$ cat src/rtl/dbus_peri_initiator_if.sv
// rtl/dbus_peri_initiator_if.sv - flat peripheral data bus between the initiator and the GPIO/switch/LED responders
//
// Signals (initiator view, modport master):
//   peri_req    out  1   bus request, held until ack or timeout
//   peri_we     out  1   1 = store, 0 = load
//   peri_addr   out  8   register offset inside the selected responder
//   peri_wdata  out  32  store data
//   peri_be     out  4   byte enables
//   gpio_a_sel  out  1   one-hot responder selects, only asserted with peri_req
//   gpio_b_sel  out  1
//   gpio_c_sel  out  1
//   gpsw_sel    out  1
//   gpled_sel   out  1
//   peri_ack    in   1   responder ack, peri_rdata valid in the same cycle
//   peri_rdata  in   32  responder read data
// The responder side (modport slave) sees the same signals with directions flipped.

interface dbus_peri_initiator_if;

  logic        peri_req;
  logic        peri_we;
  logic [7:0]  peri_addr;
  logic [31:0] peri_wdata;
  logic [3:0]  peri_be;
  logic        gpio_a_sel;
  logic        gpio_b_sel;
  logic        gpio_c_sel;
  logic        gpsw_sel;
  logic        gpled_sel;
  logic        peri_ack;
  logic [31:0] peri_rdata;

  modport master (
    output peri_req,
    output peri_we,
    output peri_addr,
    output peri_wdata,
    output peri_be,
    output gpio_a_sel,
    output gpio_b_sel,
    output gpio_c_sel,
    output gpsw_sel,
    output gpled_sel,
    input  peri_ack,
    input  peri_rdata
  );

  modport slave (
    input  peri_req,
    input  peri_we,
    input  peri_addr,
    input  peri_wdata,
    input  peri_be,
    input  gpio_a_sel,
    input  gpio_b_sel,
    input  gpio_c_sel,
    input  gpsw_sel,
    input  gpled_sel,
    output peri_ack,
    output peri_rdata
  );

endinterface

$ cat src/rtl/dbus_peri_initiator.sv
// rtl/dbus_peri_initiator.sv - initiator end of the peripheral data bus, one LSU access at a time
//
// Purpose:
//   Accepts a single load/store from the core LSU, decodes the peripheral
//   window into one-hot responder selects, drives the request onto the flat
//   peripheral bus, waits for the responder ack and returns read data and
//   status to the LSU with a one-cycle completion pulse.
//
// Parameters:
//   PERI_BASE       peripheral window base; addr[31:12] compared against PERI_BASE[31:12]
//   TIMEOUT_CYCLES  WAIT cycles before a bus error when the timeout is built in (2..255)
//
// Optional feature:
//   DBUS_TIMEOUT_EN  when defined, an 8-bit counter aborts an unanswered
//                    access with err = 1; when undefined WAIT lasts until ack.
//
// Ports:
//   clk           in   1   system clock
//   rst           in   1   synchronous, active-high reset
//   cpu_req_i     in   1   LSU request valid
//   cpu_we_i      in   1   1 = store, 0 = load
//   cpu_addr_i    in   32  byte address
//   cpu_wdata_i   in   32  store data
//   cpu_be_i      in   4   byte enables
//   cpu_ready_o   out  1   idle; request accepted when cpu_req_i & cpu_ready_o
//   cpu_rvalid_o  out  1   one-cycle completion pulse
//   cpu_rdata_o   out  32  load data, held until the next completion
//   cpu_err_o     out  1   decode miss or timeout, held until the next completion
//   bus           master   peripheral bus (see dbus_peri_initiator_if)

module dbus_peri_initiator #(
  parameter logic [31:0] PERI_BASE      = 32'h8000_0000,
  parameter int          TIMEOUT_CYCLES = 16
) (
  input  logic                        clk,
  input  logic                        rst,
  input  logic                        cpu_req_i,
  input  logic                        cpu_we_i,
  input  logic [31:0]                 cpu_addr_i,
  input  logic [31:0]                 cpu_wdata_i,
  input  logic [3:0]                  cpu_be_i,
  output logic                        cpu_ready_o,
  output logic                        cpu_rvalid_o,
  output logic [31:0]                 cpu_rdata_o,
  output logic                        cpu_err_o,
  dbus_peri_initiator_if.master       bus
);

  // Elaboration guard: the timeout counter is 8 bits wide and needs at
  // least one WAIT cycle before expiry.
  if (TIMEOUT_CYCLES < 2 || TIMEOUT_CYCLES > 255) begin : g_bad_timeout
    $error("TIMEOUT_CYCLES must be in 2..255");
  end

  localparam logic [1:0] ST_IDLE = 2'd0;
  localparam logic [1:0] ST_REQ  = 2'd1;
  localparam logic [1:0] ST_WAIT = 2'd2;
  localparam logic [1:0] ST_RESP = 2'd3;

  // Select vector bit order: {gpled, gpsw, gpioC, gpioB, gpioA}
  localparam int SEL_W = 5;

  logic [1:0]       state;
  logic             we_q;
  logic [7:0]       addr_q;
  logic [31:0]      wdata_q;
  logic [3:0]       be_q;
  logic [SEL_W-1:0] sel_q;
  logic [31:0]      rdata_q;
  logic             err_q;

  logic             window_hit;
  logic [SEL_W-1:0] dec_sel;
  logic             bus_active;

`ifdef DBUS_TIMEOUT_EN
  localparam logic [7:0] TIMEOUT_LAST = 8'(TIMEOUT_CYCLES - 1);
  logic [7:0] cnt_q;
`endif

  // ------------------------------------------------------------------
  // Address decode of the incoming LSU request
  // ------------------------------------------------------------------
  assign window_hit = (cpu_addr_i[31:12] == PERI_BASE[31:12]);

  always_comb begin
    dec_sel = '0;
    if (window_hit) begin
      case (cpu_addr_i[11:8])
        4'd0:    dec_sel = 5'b00001;
        4'd1:    dec_sel = 5'b00010;
        4'd2:    dec_sel = 5'b00100;
        4'd3:    dec_sel = 5'b01000;
        4'd4:    dec_sel = 5'b10000;
        default: dec_sel = '0;
      endcase
    end
  end

  // ------------------------------------------------------------------
  // Transaction FSM and registered bus fields
  // ------------------------------------------------------------------
  // Bus fields are only written on accept, so they stay stable for the
  // whole REQ/WAIT phase without extra hold logic.
  always_ff @(posedge clk) begin
    if (rst) begin
      state   <= ST_IDLE;
      we_q    <= 1'b0;
      addr_q  <= '0;
      wdata_q <= '0;
      be_q    <= '0;
      sel_q   <= '0;
      rdata_q <= '0;
      err_q   <= 1'b0;
`ifdef DBUS_TIMEOUT_EN
      cnt_q   <= '0;
`endif
    end else begin
      case (state)
        ST_IDLE: begin
          if (cpu_req_i) begin
            we_q    <= cpu_we_i;
            addr_q  <= cpu_addr_i[7:0];
            wdata_q <= cpu_wdata_i;
            be_q    <= cpu_be_i;
            sel_q   <= dec_sel;
            if (|dec_sel) begin
              state <= ST_REQ;
            end else begin
              // Decode miss completes locally; nothing goes on the bus.
              state   <= ST_RESP;
              err_q   <= 1'b1;
              rdata_q <= '0;
            end
          end
        end

        ST_REQ: begin
`ifdef DBUS_TIMEOUT_EN
          cnt_q <= '0;
`endif
          if (bus.peri_ack) begin
            state   <= ST_RESP;
            err_q   <= 1'b0;
            rdata_q <= we_q ? 32'd0 : bus.peri_rdata;
          end else begin
            state <= ST_WAIT;
          end
        end

        ST_WAIT: begin
          // Ack is checked first so an ack in the expiry cycle still
          // completes normally.
          if (bus.peri_ack) begin
            state   <= ST_RESP;
            err_q   <= 1'b0;
            rdata_q <= we_q ? 32'd0 : bus.peri_rdata;
          end
`ifdef DBUS_TIMEOUT_EN
          else if (cnt_q == TIMEOUT_LAST) begin
            state   <= ST_RESP;
            err_q   <= 1'b1;
            rdata_q <= '0;
          end else begin
            cnt_q <= cnt_q + 8'd1;
          end
`endif
        end

        ST_RESP: begin
          state <= ST_IDLE;
        end

        default: begin
          state <= ST_IDLE;
        end
      endcase
    end
  end

  // ------------------------------------------------------------------
  // Outputs
  // ------------------------------------------------------------------
  assign bus_active = (state == ST_REQ) || (state == ST_WAIT);

  assign cpu_ready_o  = (state == ST_IDLE);
  assign cpu_rvalid_o = (state == ST_RESP);
  assign cpu_rdata_o  = rdata_q;
  assign cpu_err_o    = err_q;

  assign bus.peri_req   = bus_active;
  assign bus.peri_we    = we_q;
  assign bus.peri_addr  = addr_q;
  assign bus.peri_wdata = wdata_q;
  assign bus.peri_be    = be_q;

  // Selects are gated by the request so they fall together with it in
  // RESP, on timeout and on reset.
  assign bus.gpio_a_sel = sel_q[0] & bus_active;
  assign bus.gpio_b_sel = sel_q[1] & bus_active;
  assign bus.gpio_c_sel = sel_q[2] & bus_active;
  assign bus.gpsw_sel   = sel_q[3] & bus_active;
  assign bus.gpled_sel  = sel_q[4] & bus_active;

endmodule

$ cat src/flat_wrapper.sv
// flat-port wrapper written by rule: the top's interface ports become plain ports
module dbus_peri_initiator_flat 
#(
  parameter logic [31:0] PERI_BASE      = 32'h8000_0000,
  parameter int          TIMEOUT_CYCLES = 16
)
  (clk, rst, cpu_req_i, cpu_we_i, cpu_addr_i, cpu_wdata_i, cpu_be_i, cpu_ready_o, cpu_rvalid_o, cpu_rdata_o, cpu_err_o, bus_peri_req, bus_peri_we, bus_peri_addr, bus_peri_wdata, bus_peri_be, bus_gpio_a_sel, bus_gpio_b_sel, bus_gpio_c_sel, bus_gpsw_sel, bus_gpled_sel, bus_peri_ack, bus_peri_rdata);
  dbus_peri_initiator_if bus_i ();
  input  logic clk;
  input  logic rst;
  input  logic cpu_req_i;
  input  logic cpu_we_i;
  input  logic [31:0] cpu_addr_i;
  input  logic [31:0] cpu_wdata_i;
  input  logic [3:0] cpu_be_i;
  output logic cpu_ready_o;
  output logic cpu_rvalid_o;
  output logic [31:0] cpu_rdata_o;
  output logic cpu_err_o;
  output wire logic [$bits(bus_i.peri_req)-1:0] bus_peri_req;
  output wire logic [$bits(bus_i.peri_we)-1:0] bus_peri_we;
  output wire logic [$bits(bus_i.peri_addr)-1:0] bus_peri_addr;
  output wire logic [$bits(bus_i.peri_wdata)-1:0] bus_peri_wdata;
  output wire logic [$bits(bus_i.peri_be)-1:0] bus_peri_be;
  output wire logic [$bits(bus_i.gpio_a_sel)-1:0] bus_gpio_a_sel;
  output wire logic [$bits(bus_i.gpio_b_sel)-1:0] bus_gpio_b_sel;
  output wire logic [$bits(bus_i.gpio_c_sel)-1:0] bus_gpio_c_sel;
  output wire logic [$bits(bus_i.gpsw_sel)-1:0] bus_gpsw_sel;
  output wire logic [$bits(bus_i.gpled_sel)-1:0] bus_gpled_sel;
  input wire logic [$bits(bus_i.peri_ack)-1:0] bus_peri_ack;
  input wire logic [$bits(bus_i.peri_rdata)-1:0] bus_peri_rdata;
  assign bus_peri_req = bus_i.peri_req;
  assign bus_peri_we = bus_i.peri_we;
  assign bus_peri_addr = bus_i.peri_addr;
  assign bus_peri_wdata = bus_i.peri_wdata;
  assign bus_peri_be = bus_i.peri_be;
  assign bus_gpio_a_sel = bus_i.gpio_a_sel;
  assign bus_gpio_b_sel = bus_i.gpio_b_sel;
  assign bus_gpio_c_sel = bus_i.gpio_c_sel;
  assign bus_gpsw_sel = bus_i.gpsw_sel;
  assign bus_gpled_sel = bus_i.gpled_sel;
  assign bus_i.peri_ack = bus_peri_ack;
  assign bus_i.peri_rdata = bus_peri_rdata;
  dbus_peri_initiator #(.PERI_BASE(PERI_BASE), .TIMEOUT_CYCLES(TIMEOUT_CYCLES)) u_core (.clk(clk), .rst(rst), .cpu_req_i(cpu_req_i), .cpu_we_i(cpu_we_i), .cpu_addr_i(cpu_addr_i), .cpu_wdata_i(cpu_wdata_i), .cpu_be_i(cpu_be_i), .cpu_ready_o(cpu_ready_o), .cpu_rvalid_o(cpu_rvalid_o), .cpu_rdata_o(cpu_rdata_o), .cpu_err_o(cpu_err_o), .bus(bus_i));
endmodule
$ cat config.mk
export PLATFORM = sky130hd
export DESIGN_NAME = dbus_peri_initiator_flat
export DESIGN_NICKNAME = d
export VERILOG_FILES = /design/src/rtl/dbus_peri_initiator_if.sv /design/src/rtl/dbus_peri_initiator.sv /design/src/flat_wrapper.sv
export SDC_FILE = /design/constraint.sdc
export NUM_CORES = 1
export LEC_CHECK = 0
export CORE_UTILIZATION = 42
export CTS_BUF_LIST = sky130_fd_sc_hd__clkbuf_4 sky130_fd_sc_hd__clkbuf_8 sky130_fd_sc_hd__clkbuf_16
export DETAILED_ROUTE_END_ITERATION = 12
export MAX_ROUTING_LAYER = met4
export PLACE_DENSITY = 0.87
export SLEW_MARGIN = 30
export SYNTH_ARGS = -nofsm -noshare
export SYNTH_HDL_FRONTEND = slang
export SYNTH_SLANG_ARGS = --single-unit
$ cat constraint.sdc
create_clock -name clk -period 2.8 [get_ports clk]
set_input_delay 0.42 -clock clk [delete_from_list [all_inputs] [get_ports clk]]
set_output_delay 0.42 -clock clk [all_outputs]
set_load 0.02 [all_outputs]
==> results of run 1 <==
## layout make-up
type | count | area (um2) | area share
inverter | 3 | 11.3 | 0.00199
clock inverter | 7 | 97.6 | 0.0172
multi-input combinational | 292 | 1630 | 0.288
clock buffer | 9 | 124 | 0.0219
sequential | 85 | 1700 | 0.301
tap | 102 | 128 | 0.0226
timing repair buffer | 196 | 1970 | 0.348
## layout by cell type, fill, tap and decap left out, drive strengths merged
cell / n
clkdlybuf4s50: 189
nand2: 128
dfxtp: 85
a21oi: 51
nand2b: 32
mux2i: 32
clkbuf: 9
buf: 7
and2: 6
o21ai: 6
nor3b: 6
nand4: 5
nor3: 4
ha: 4
inv: 4
nor2b: 3
nor2: 3
nor4: 3
a221oi: 2
bufinv: 2
clkinvlp: 2
nand4b: 2
clkinv: 2
a211oi: 1
or4b: 1
and4: 1
and2b: 1
or2: 1
## state kept, by name, summed over array words and instances (netlist names)
| signal | flops |
|---|---|
| u_core.bus.peri_wdata | 32 |
| u_core.state | 2 |
| u_core.bus.peri_we | 1 |
| u_core.bus.peri_be | 4 |
| u_core.cpu_err_o | 1 |
| u_core.sel_q | 5 |
| u_core.cpu_rdata_o | 32 |
| u_core.bus.peri_addr | 8 |
## per-stage QoR
step                       util  cell area (um2)
after floorplan               -             3450
after global placement    0.693             5440
after detailed placement  0.693             5440
after CTS                 0.721             5660
after global routing      0.721             5660
final                     0.721             5660
## power breakdown
group	leakage, nW	switching, W	internal, W
Combinational	1.32	0.00125	0.00109
Clock	0.106	0.000440	0.000505
Sequential	0.693	0.000145	0.00148
## layer usage
metal / vias to the layer above / part of all wire / wire, um / global-route usage
li1: 1695 / - / - / -
met1: 1564 / 0.44 / 4260 / 0.284
met2: 129 / 0.49 / 4780 / 0.409
met3: 14 / 0.058 / 567 / 0.0493
met4: 0 / 0.018 / 174 / 0.0949
met5: - / 0 / 0 / -
## worst max-delay path, delay by kind of cell (launching register included)
| kind | cells | cell delay (ns) |
|---|---|---|
| buffers and inverters | 2 | 0.73 |
| adder cells (fa/ha/maj) | 1 | 0.45 |
| flip-flops | 1 | 0.37 |
| AND/OR/NAND/NOR | 1 | 0.17 |
## logic make-up after synthesis
kind of cell | Yosys count | synth area share
flops | 85 | 0.493
fa+ha+maj | 4 | 0.0145
simple gates | 196 | 0.269
mux | 32 | 0.0927
compound gates | 60 | 0.0931
buf+inv | 29 | 0.0384
## worst max-delay path by stage
stage,slack [ns],end,cells after the start,start
final,0.31,bus_gpled_sel,4,u_core.state[0]
after global routing,0.17,bus_gpled_sel,4,u_core.state[0]
after CTS,0.29,bus_gpled_sel,4,u_core.state[0]
after detailed placement,0.46,u_core.cpu_rdata_o[15],6,cpu_addr_i[29]
after global placement,0.54,u_core.cpu_rdata_o[15],6,cpu_addr_i[29]
after floorplan,0.83,u_core.cpu_rdata_o[0],8,u_core.state[0]
==> metrics.md, run 1 <==
| Metric | Value |
|---|---|
| Status | completed |
| Clock latency on the worst-skew pair | roughly 0.34 ns |
| RePlAce Congestion | between 0.7 and 0.8 |
| Final Cycle Share | 0.889 |
| DIE HEIGHT | 92.7 um |
| Worst EP required | 2.38 ns |
| RSZ-0062 raised after global routing | no |
| DRT Pass-1 Iters | 4 |
| Worst path max stage delay | 0.63 ns |
| CTS resizes | 0 |
| # clock sinks | between 80 and 90 |
| Layout cell share with drive strength beyond 1 | 0.0490 |
| Port bufs | 190 |
| Max Cap Viol | 0 |
| Area fraction of the dominant cell type after synthesis | 0.493 |
| Layout net count | just under 700 |
| Worst flop-to-flop path startpoint | u_core.state[0] |
| Crit path time final | 2.49 ns |
| Most common cell in the netlist | nand2_1 |
| Root Driver | clkbuf_8 |
| Row cnt | 32 |
| Post-place setup slack | about 0.46 ns |
| Clock slew seen by the registers of the worst setup and hold paths | 0.09 ns |
| Critical path class | register to primary output |
| Final Hold Viols | 0 |
| Main flop type after synthesis | dfxtp_1 |
| Wirelength per Cell | between 10 and 15 um |
| Synthesis-to-finish area growth | 63.8% |
| Total track usage | 0.242 |
| FF-to-FF setup slack | ~0.74 ns |
| Post-synthesis cell count | a little over 400 |
| Seq/Total Area, Yosys | 0.493 |
| Final WL | around 9.8 mm |
| Slew Limit Fails | 0 |
| Max rail drop VDD | around 0.00054 V |
| Initial core utilization | 0.440 |
| CTS Hold Bufs | 0 |
| Worst Reg-to-Reg Cells | 7 |
| Worst min path class | register to register |
| Synth unique cells | 28 |
| I/O pin count | approximately 190 |
| CP startpoint kind | register |
| Final WS setup | just over 0.3 ns |
| Hold WS | approximately 0.45 ns |
| Fin Setup TNS | 0 ns |
| Worst Path Arrival | 2.07 ns |
| First-pass GRT wire length | about 16 mm |
| # DRC | 0 |
| Routed Antenna Nets | 0 |
| EDFF count, synth | 0 |
| ANT cells | 0 |
| Vias post-DR | roughly 3400 |
| Hold wc startpoint | u_core.sel_q[2] |
| Synth cell count leaders | 128 x nand2_1, 85 x dfxtp_1, 51 x a21oi_1 |
| Synthesized area per cell | around 8.5 um2 |
| Clk_skew | around 0.010 ns |
| Max-slew headroom at the worst pin | 0.634 |
| Synth area leaders | dfxtp_1 49%, nand2_1 14%, mux2i_1 9.3%, a21oi_1 7.4%, nand2b_1 5.8% |
| Critical Path Fanout Max | 10 |
| Setup-failing EPs final | 0 |
| Leakage | 2.12 nW |
| Die X | around 93 um |
| Core area | between 0.007 and 0.008 mm2 |
| Register bit total from synthesis | 85 |
| Max Clock Freq | roughly 400 MHz |
| CP max-delay cell | clkdlybuf4s50_1 |
| Largest net degree at the start of global routing | 39 |
| Cell Area, Synth | roughly 0.0035 mm2 |
| Hpwl dp | 7.29 mm |
| Slew @ Worst Pin | 0.550 ns |
| Cell depth of the worst min-delay path | 2 |
| Die footprint | about 0.0086 mm2 |
| CTS tree | done |
| Filler Cells Inserted | about 600 |
| DR iter-0 viols | around 110 |
| Pwr/cell area | between 800 and 900 mW/mm2 |
| CTS buffer count | 9 |
| Setup bufs post-CTS | 0 |
| Vias in the first global route | around 3500 |
| Worst setup EP type | primary output |
| Vias per cell | 4.90 |
| Clock buffer depth | 2 |
| Final Non-Filler Cells | between 600 and 700 |
| Grt ovf | 0 |
| Mapped Nets | slightly above 500 |
| Htree depth | 3 |
| Worst Hold End | u_core.sel_q[2] |
| Overall power | 0.00492 W |
| Critical path, cell by cell | inv_1, ha_1, and2_1, clkdlybuf4s50_1 |
| Cell taking the most area after synthesis | dfxtp_1 |
| Worst r2r dst | u_core.cpu_rdata_o[15] |
| Antenna violations before repair | 0 |
| DP Cell Count | about 680 |
| FFs w/ async S/R, synth | 0 |
| Ys Warns | 0 |
Note: power is estimated with default switching activity, not from simulation.
==> inputs of run 2 (changes only) <==
--- a/config.mk
+++ b/config.mk
@@ -8,8 +8,8 @@
 export CORE_UTILIZATION = 42
 export CTS_BUF_LIST = sky130_fd_sc_hd__clkbuf_4 sky130_fd_sc_hd__clkbuf_8 sky130_fd_sc_hd__clkbuf_16
 export DETAILED_ROUTE_END_ITERATION = 12
-export MAX_ROUTING_LAYER = met4
 export PLACE_DENSITY = 0.87
+export SETUP_SLACK_MARGIN = 0.4
 export SLEW_MARGIN = 30
 export SYNTH_ARGS = -nofsm -noshare
 export SYNTH_HDL_FRONTEND = slang
==> constraint.sdc (replaced) <==
create_clock -name clk -period 2.8 [get_ports clk]
set_input_delay 0.56 -clock clk [delete_from_list [all_inputs] [get_ports clk]]
set_output_delay 0.56 -clock clk [all_outputs]
set_load 0.02 [all_outputs]
==> run 2 against run 1 <==
  * Combinational power hardly changed
  * Worst setup slack improved by 0.17 ns
  * Clock power is 9.7% lower
  * Clock-buffer cell count unchanged
  * Sequential power is essentially flat
  * Register-to-register slack better by 0.08 ns
  * Design area is 0.44% lower
  * Largest cell class unchanged
  * Utilization fell by 0.32 points
  * Critical path depth did not move
  * Final cell count unchanged
==> metrics.md, run 2 (synthesis gave the netlist of run 1 again) <==
| Metric | Value |
|---|---|
| CTS buffer count | 9 (unchanged) |
| Vias post-DR | 3410 (+0.24%) |
| Fin Setup TNS | 0 ns (unchanged) |
| Clock slew seen by the registers of the worst setup and hold paths | 0.09 ns (about the same) |
| Final Util | 0.718 (-0.00319) |
| Synthesis-to-finish area growth | 63.1% |
| Commonest non-fill, non-tap cell in the layout | clkdlybuf4s50_1 |
| RePlAce Congestion | 0.783 (+2.4%) |
| Cell depth of the worst min-delay path | 2 (unchanged) |
| Grt ovf | 0 (unchanged) |
| Slew Limit Fails | 0 (unchanged) |
| Critical path class | register to primary output |
| Slew @ Worst Pin | 0.670 ns (+0.120 ns) |
| Layout net count | 696 (unchanged) |
| Max-slew headroom at the worst pin | 0.554 (-0.0800) |
| CTS Hold Bufs | 0 (unchanged) |
| RSZ-0062 raised after global routing | no |
| Max Clock Freq | 432 MHz (+7.4%) |
| Worst min path class | register to register |
| WP depth | 4 (unchanged) |
| ANT cells | 0 (unchanged) |
| Max rail drop VDD | 0.000556 V (+2.2%) |
| Clock buffer depth | 2 (unchanged) |
| # DRC | 0 (unchanged) |
| Antenna violations before repair | 0 (unchanged) |
| I/O pin count | 191 (unchanged) |
| Core area | 0.00785 mm2 (unchanged) |
| Layout cell share with drive strength beyond 1 | 0.0507 (+0.00169) |
| Largest net degree at the start of global routing | 41 (+5.1%) |
| Critical Path Fanout Max | 10 (unchanged) |
| Initial core utilization | 0.440 (unchanged) |
| Final Hold Viols | 0 (unchanged) |
| Max Cap Viol | 0 (unchanged) |
| Worst path max stage delay | 0.42 ns (-0.21 ns) |
| Post-place setup slack | 0.328 ns (-0.136 ns) |
| Final WS setup | 0.483 ns (+0.172 ns) |
| First-pass GRT wire length | 15.9 mm (-0.22%) |
| Routed Antenna Nets | 0 (unchanged) |
| Port bufs | 190 (unchanged) |
| Htree depth | 3 (unchanged) |
| Crit path time final | 2.32 ns (-0.172 ns) |
| Leakage | 2.14 nW (+1.1%) |
| Vias in the first global route | 3293 (-4.9%) |
| Commonest non-fill, non-tap cells in the layout | 182 x clkdlybuf4s50_1, 127 x nand2_1, 85 x dfxtp_1, 51 x a21oi_1 |
| CP bufs+invs | 2 (unchanged) |
| Clk_skew | 0.00855 ns (-0.00187 ns) |
| Die X | 92.7 um (unchanged) |
| Hpwl dp | 7.30 mm (+0.23%) |
| Final Cycle Share | 0.827 (-0.0614) |
| Clock latency on the worst-skew pair | 0.35 ns (about the same) |
| Total track usage | 0.234 (-0.00808) |
| # clock sinks | 85 (unchanged) |
| Overall power | 0.00483 W (-1.7%) |
| CTS tree | done |
| Vias per cell | 4.91 (+0.24%) |
| CP startpoint kind | register |
| DP Cell Count | 678 (unchanged) |
| Pwr/cell area | 858 mW/mm2 (-1.3%) |
| Worst Reg-to-Reg Cells | 7 (unchanged) |
| Delay-heaviest family, CP | buffers and inverters |
| Final Non-Filler Cells | 694 (unchanged) |
| CP max-delay cell | ha_2 |
| DIE HEIGHT | 92.7 um (unchanged) |
| Root Driver | clkbuf_8 |
| Worst setup EP type | primary output |
| Wirelength per Cell | 14.3 um (+1.5%) |
| Die footprint | 0.00859 mm2 (unchanged) |
| Critical path, cell by cell | inv_1, ha_2, and2_1, dlygate4sd2_1 |
| Row cnt | 32 (unchanged) |
| Worst EP required | 2.24 ns (-0.14 ns) |
| Setup-failing EPs final | 0 (unchanged) |
| Worst Path Arrival | 1.76 ns (-0.31 ns) |
| DR iter-0 viols | 70 (-39%) |
| DRT Pass-1 Iters | 4 (unchanged) |
| Final WL | 9.94 mm (+1.5%) |
| Status | completed |
run 2: changes by cell type in the layout (fill, tap and decap cells not counted), sizes merged:
cell / change
clkdlybuf4s50: -7
dlygate4sd2: +5
clkinv: +2
bufinv: -1
clkdlybuf4s15: +1
clkinvlp: -1
dlymetal6s2s: +1
run 2: worst min-delay path, stage by stage (launching register included):
cell and delay, ns:
dfxtp_1 0.31, nand2_1 0.05, a21oi_1 0.05
run 2: through the flow:
step | cell area, um2 | hold slack (ns)
global placement | 5440 | 0.435
CTS | 5630 | 0.451
detailed placement | 5440 | 0.439
global route | 5630 | 0.473
finish | 5630 | 0.451
floorplan | 3450 | 0.427
run 2: path summary, 6_finish.rpt:
path / from / endpoint / slack (ns)
setup / recovery: u_core.state[0] / bus_gpsw_sel / 0.48
hold / removal: u_core.sel_q[2] / u_core.sel_q[2] / 0.45
setup reg to reg: u_core.state[0] / u_core.cpu_rdata_o[9] / 0.82
hold reg to reg: u_core.sel_q[2] / u_core.sel_q[2] / 0.45
run 2: routing by layer:
layer  wire length (um)  GRT usage  vias up
met3                726     0.0575       21
met4                255      0.106        0
li1                   -          -     1698
met1               4130      0.275     1550
met5                  0          0        -
met2               4820      0.403      141
run 2: final cells by class:
cell class,instances,area (um2)
fill,590,2210
timing repair buffer,196,1960
sequential,85,1700
multi-input combinational,292,1630
tap,102,128
clock buffer,9,124
clock inverter,7,73.8
inverter,3,11.3
run 2: what timing repair did:
| action | CTS | global route |
|---|---|---|
| setup buffers | 0 | 0 |
| setup endpoints to repair | 7 | 2 |
| gates resized for setup | 7 | 2 |
| pin swaps | 0 | 0 |
run 2: report_power, final:
part	total (W)	internal, W	leakage (nW)	switching [W]
registers	0.00163	0.00148	0.693	0.000148
clock network	0.000854	0.000415	0.0996	0.000439
logic	0.00235	0.00109	1.35	0.00126
total	0.00483	0.00299	2.14	0.00185
==> inputs of run 3 (changes only) <==
--- a/config.mk
+++ b/config.mk
@@ -5,10 +5,10 @@
 export SDC_FILE = /design/constraint.sdc
 export NUM_CORES = 1
 export LEC_CHECK = 0
-export CORE_UTILIZATION = 42
+export CORE_UTILIZATION = 39
 export CTS_BUF_LIST = sky130_fd_sc_hd__clkbuf_4 sky130_fd_sc_hd__clkbuf_8 sky130_fd_sc_hd__clkbuf_16
 export DETAILED_ROUTE_END_ITERATION = 12
-export PLACE_DENSITY = 0.87
+export PLACE_DENSITY = 0.82
 export SETUP_SLACK_MARGIN = 0.4
 export SLEW_MARGIN = 30
 export SYNTH_ARGS = -nofsm -noshare
==> constraint.sdc (replaced) <==
create_clock -name clk -period 2.3 [get_ports clk]
set_input_delay 0.46 -clock clk [delete_from_list [all_inputs] [get_ports clk]]
set_output_delay 0.46 -clock clk [all_outputs]
set_load 0.02 [all_outputs]
==> run 3 against run 2 <==
  * Die area increased by 7.5%
  * Final cell count is 2.0% higher
  * Sequential cell count unchanged
  * Hold slack gained 0.0028 ns
  * Global-route usage shrank 1.1 points
  * Critical path type is now primary input to register
  * Largest power group unchanged
==> metrics.md, run 3 (synthesis gave the netlist of run 1 again) <==
| Metric | Value |
|---|---|
| Root Driver | clkbuf_8 |
| Slew @ Worst Pin | 0.443 ns (-0.227 ns) |
| Routed Antenna Nets | 0 (unchanged) |
| Post-place setup slack | -0.0762 ns (-0.404 ns) |
| Worst EP required | 2.55 ns (+0.31 ns) |
| Clock slew seen by the registers of the worst setup and hold paths | 0.08 ns (about the same) |
| DRT Pass-1 Iters | 4 (unchanged) |
| Setup crit start | cpu_addr_i[28] |
| Slew Limit Fails | 0 (unchanged) |
| Clk_skew | 0.0123 ns (+0.00377 ns) |
| Layout net count | 707 (+1.6%) |
| Core area | 0.00838 mm2 (+6.8%) |
| FF-to-FF setup slack | 0.41 ns (-0.41 ns) |
| Final Cycle Share | 0.826 |
| WP depth | 7 (+3) |
| Layout cell share with drive strength beyond 1 | 0.101 (+0.0505) |
| Worst setup EP type | register |
| Critical path, cell by cell | dlygate4sd2_1, or4b_4, nand4b_4, o21ai_4, buf_6, clkbuf_16, mux2i_1 |
| Max Cap Viol | 0 (unchanged) |
| Total track usage | 0.223 (-0.0114) |
| Port bufs | 190 (unchanged) |
| Crit path time final | about 1.9 ns |
| Worst path max stage delay | 0.50 ns (+0.08 ns) |
| Commonest non-fill, non-tap cells in the layout | 167 x clkdlybuf4s50_1, 128 x nand2_1, 83 x dfxtp_1, 51 x a21oi_1, 32 x nand2b_1 |
| Grt ovf | 0 (unchanged) |
| Synthesis-to-finish area growth | 70.3% |
| Hpwl dp | 7.25 mm (-0.71%) |
| Final instance area | 0.00588 mm2 (+4.5%) |
| Largest net degree at the start of global routing | 49 (+20%) |
| Worst Path Arrival | 2.15 ns (+0.39 ns) |
| Htree depth | 3 (unchanged) |
| RSZ-0062 raised after global routing | yes |
| RePlAce Congestion | 0.759 (-3.0%) |
| Row cnt | 33 (+3.1%) |
| Final Hold Viols | 0 (unchanged) |
| ANT cells | 0 (unchanged) |
| Worst flop-to-flop path startpoint | u_core.state[0] |
| Max-slew headroom at the worst pin | 0.705 (+0.151) |
| Wirelength per Cell | 15.5 um (+8.2%) |
| Worst min path class | register to register |
| CTS buffer count | 9 (unchanged) |
| Critical path class | primary input to register |
| Max rail drop VDD | 0.000489 V (-12%) |
| CP max-delay cell | or4b_4 |
| Placed inst area | 0.00547 mm2 (+0.53%) |
| Leakage | 2.32 nW (+8.2%) |
| CP bufs+invs | 3 (+1) |
| Pwr/cell area | 1130 mW/mm2 (+32%) |
| Clock latency on the worst-skew pair | 0.34 ns (about the same) |
| Antenna violations before repair | 0 (unchanged) |
| Die footprint | 0.00924 mm2 (+7.5%) |
| Vias in the first global route | 3325 (+0.97%) |
| Setup-failing EPs final | 0 (unchanged) |
| Max Clock Freq | 526 MHz |
| DR iter-0 viols | 104 (+49%) |
| Delay-heaviest family, CP | simple AND/OR/NAND/NOR gates |
| Die X | 96.1 um (+3.7%) |
| Critical Path Fanout Max | 6 (-4) |
| Worst Reg-to-Reg Cells | 9 (+2) |
| First-pass GRT wire length | 15.8 mm (-0.78%) |
| Vias post-DR | 3512 (+3.0%) |
| Initial core utilization | 0.412 (-0.0281) |
| Commonest non-fill, non-tap cell in the layout | clkdlybuf4s50_1 |
| Worst r2r dst | u_core.cpu_rdata_o[23] |
| Clock buffer depth | 2 (unchanged) |
| # DRC | 0 (unchanged) |
| Setup crit end | u_core.cpu_rdata_o[23] |
| Final WL | 11.0 mm (+10%) |
| CP startpoint kind | primary input |
| CTS tree | done |
| DIE HEIGHT | 96.1 um (+3.7%) |
| # clock sinks | 85 (unchanged) |
| Final WS setup | 0.401 ns (-0.0826 ns) |
| Status | completed |
| Vias per cell | 4.96 (+0.95%) |
| I/O pin count | 191 (unchanged) |
## run 3: metal layers
| metal | track usage | vias to the layer above | routed length [um] |
|---|---|---|---|
| met5 | 0 | - | 0 |
| met4 | 0.0597 | 0 | 110 |
| met3 | 0.0640 | 9 | 1030 |
| met2 | 0.423 | 143 | 5710 |
| met1 | 0.238 | 1639 | 4120 |
| li1 | - | 1721 | - |
## run 3: worst register-to-register path: stages, from the launching register on
cell       delay (ns)
dfxtp_4          0.38
inv_4            0.05
ha_4             0.26
buf_4            0.15
nor2b_4          0.13
nor3_2           0.24
o21ai_4          0.12
buf_6            0.15
clkbuf_16        0.15
mux2i_1          0.18
## run 3: cell type report
cell class,count,area [um2]
fillers,658,2500
repair buffers,207,2130
flip-flops and latches,85,1710
multi-input cells,292,1700
clock buffers,10,131
well taps,105,131
clock inverters,6,68.8
inverters,3,13.8
## run 3: timing repair
item | 4_1_cts | 5_1_grt
gates cloned | 2 | 1
setup buffers | 4 | 3
setup endpoints to repair | 39 | 40
hold buffers | 0 | 0
pin swaps | 5 | 8
resized for setup | 42 | 26
endpoints found under the hold margin | 0 | 0
## run 3: where the power goes
group | switching (W) | total [W] | internal [W]
combinational | 0.00174 | 0.00356 | 0.00182
clock | 0.000567 | 0.00109 | 0.000525
sequential | 0.000189 | 0.00200 | 0.00181
## run 3: worst min-delay path by stage
stage	to	startpoint	depth (start not counted)	slack, ns
CTS	u_core.sel_q[1]	u_core.sel_q[1]	2	0.46
floorplan	u_core.sel_q[3]	u_core.sel_q[3]	2	0.43
global route	u_core.sel_q[0]	u_core.sel_q[0]	2	0.47
finish	u_core.sel_q[1]	u_core.sel_q[1]	2	0.45
global placement	u_core.sel_q[0]	u_core.sel_q[0]	2	0.43
detailed placement	u_core.sel_q[1]	u_core.sel_q[1]	2	0.45
## run 3: metrics by stage
step           hold slack [ns]  total power [W]  utilization  TNS [ns]  instances
3_3_place_gp             0.435          0.00484        0.652         0        682
3_5_place_dp             0.446          0.00493        0.652    -0.583        682
5_1_grt                  0.473          0.00698        0.702         0        708
4_1_cts                  0.459          0.00642        0.689         0        704
2_1_floorplan            0.427          0.00375            -         0        406
6_report                 0.454          0.00666        0.702         0        708
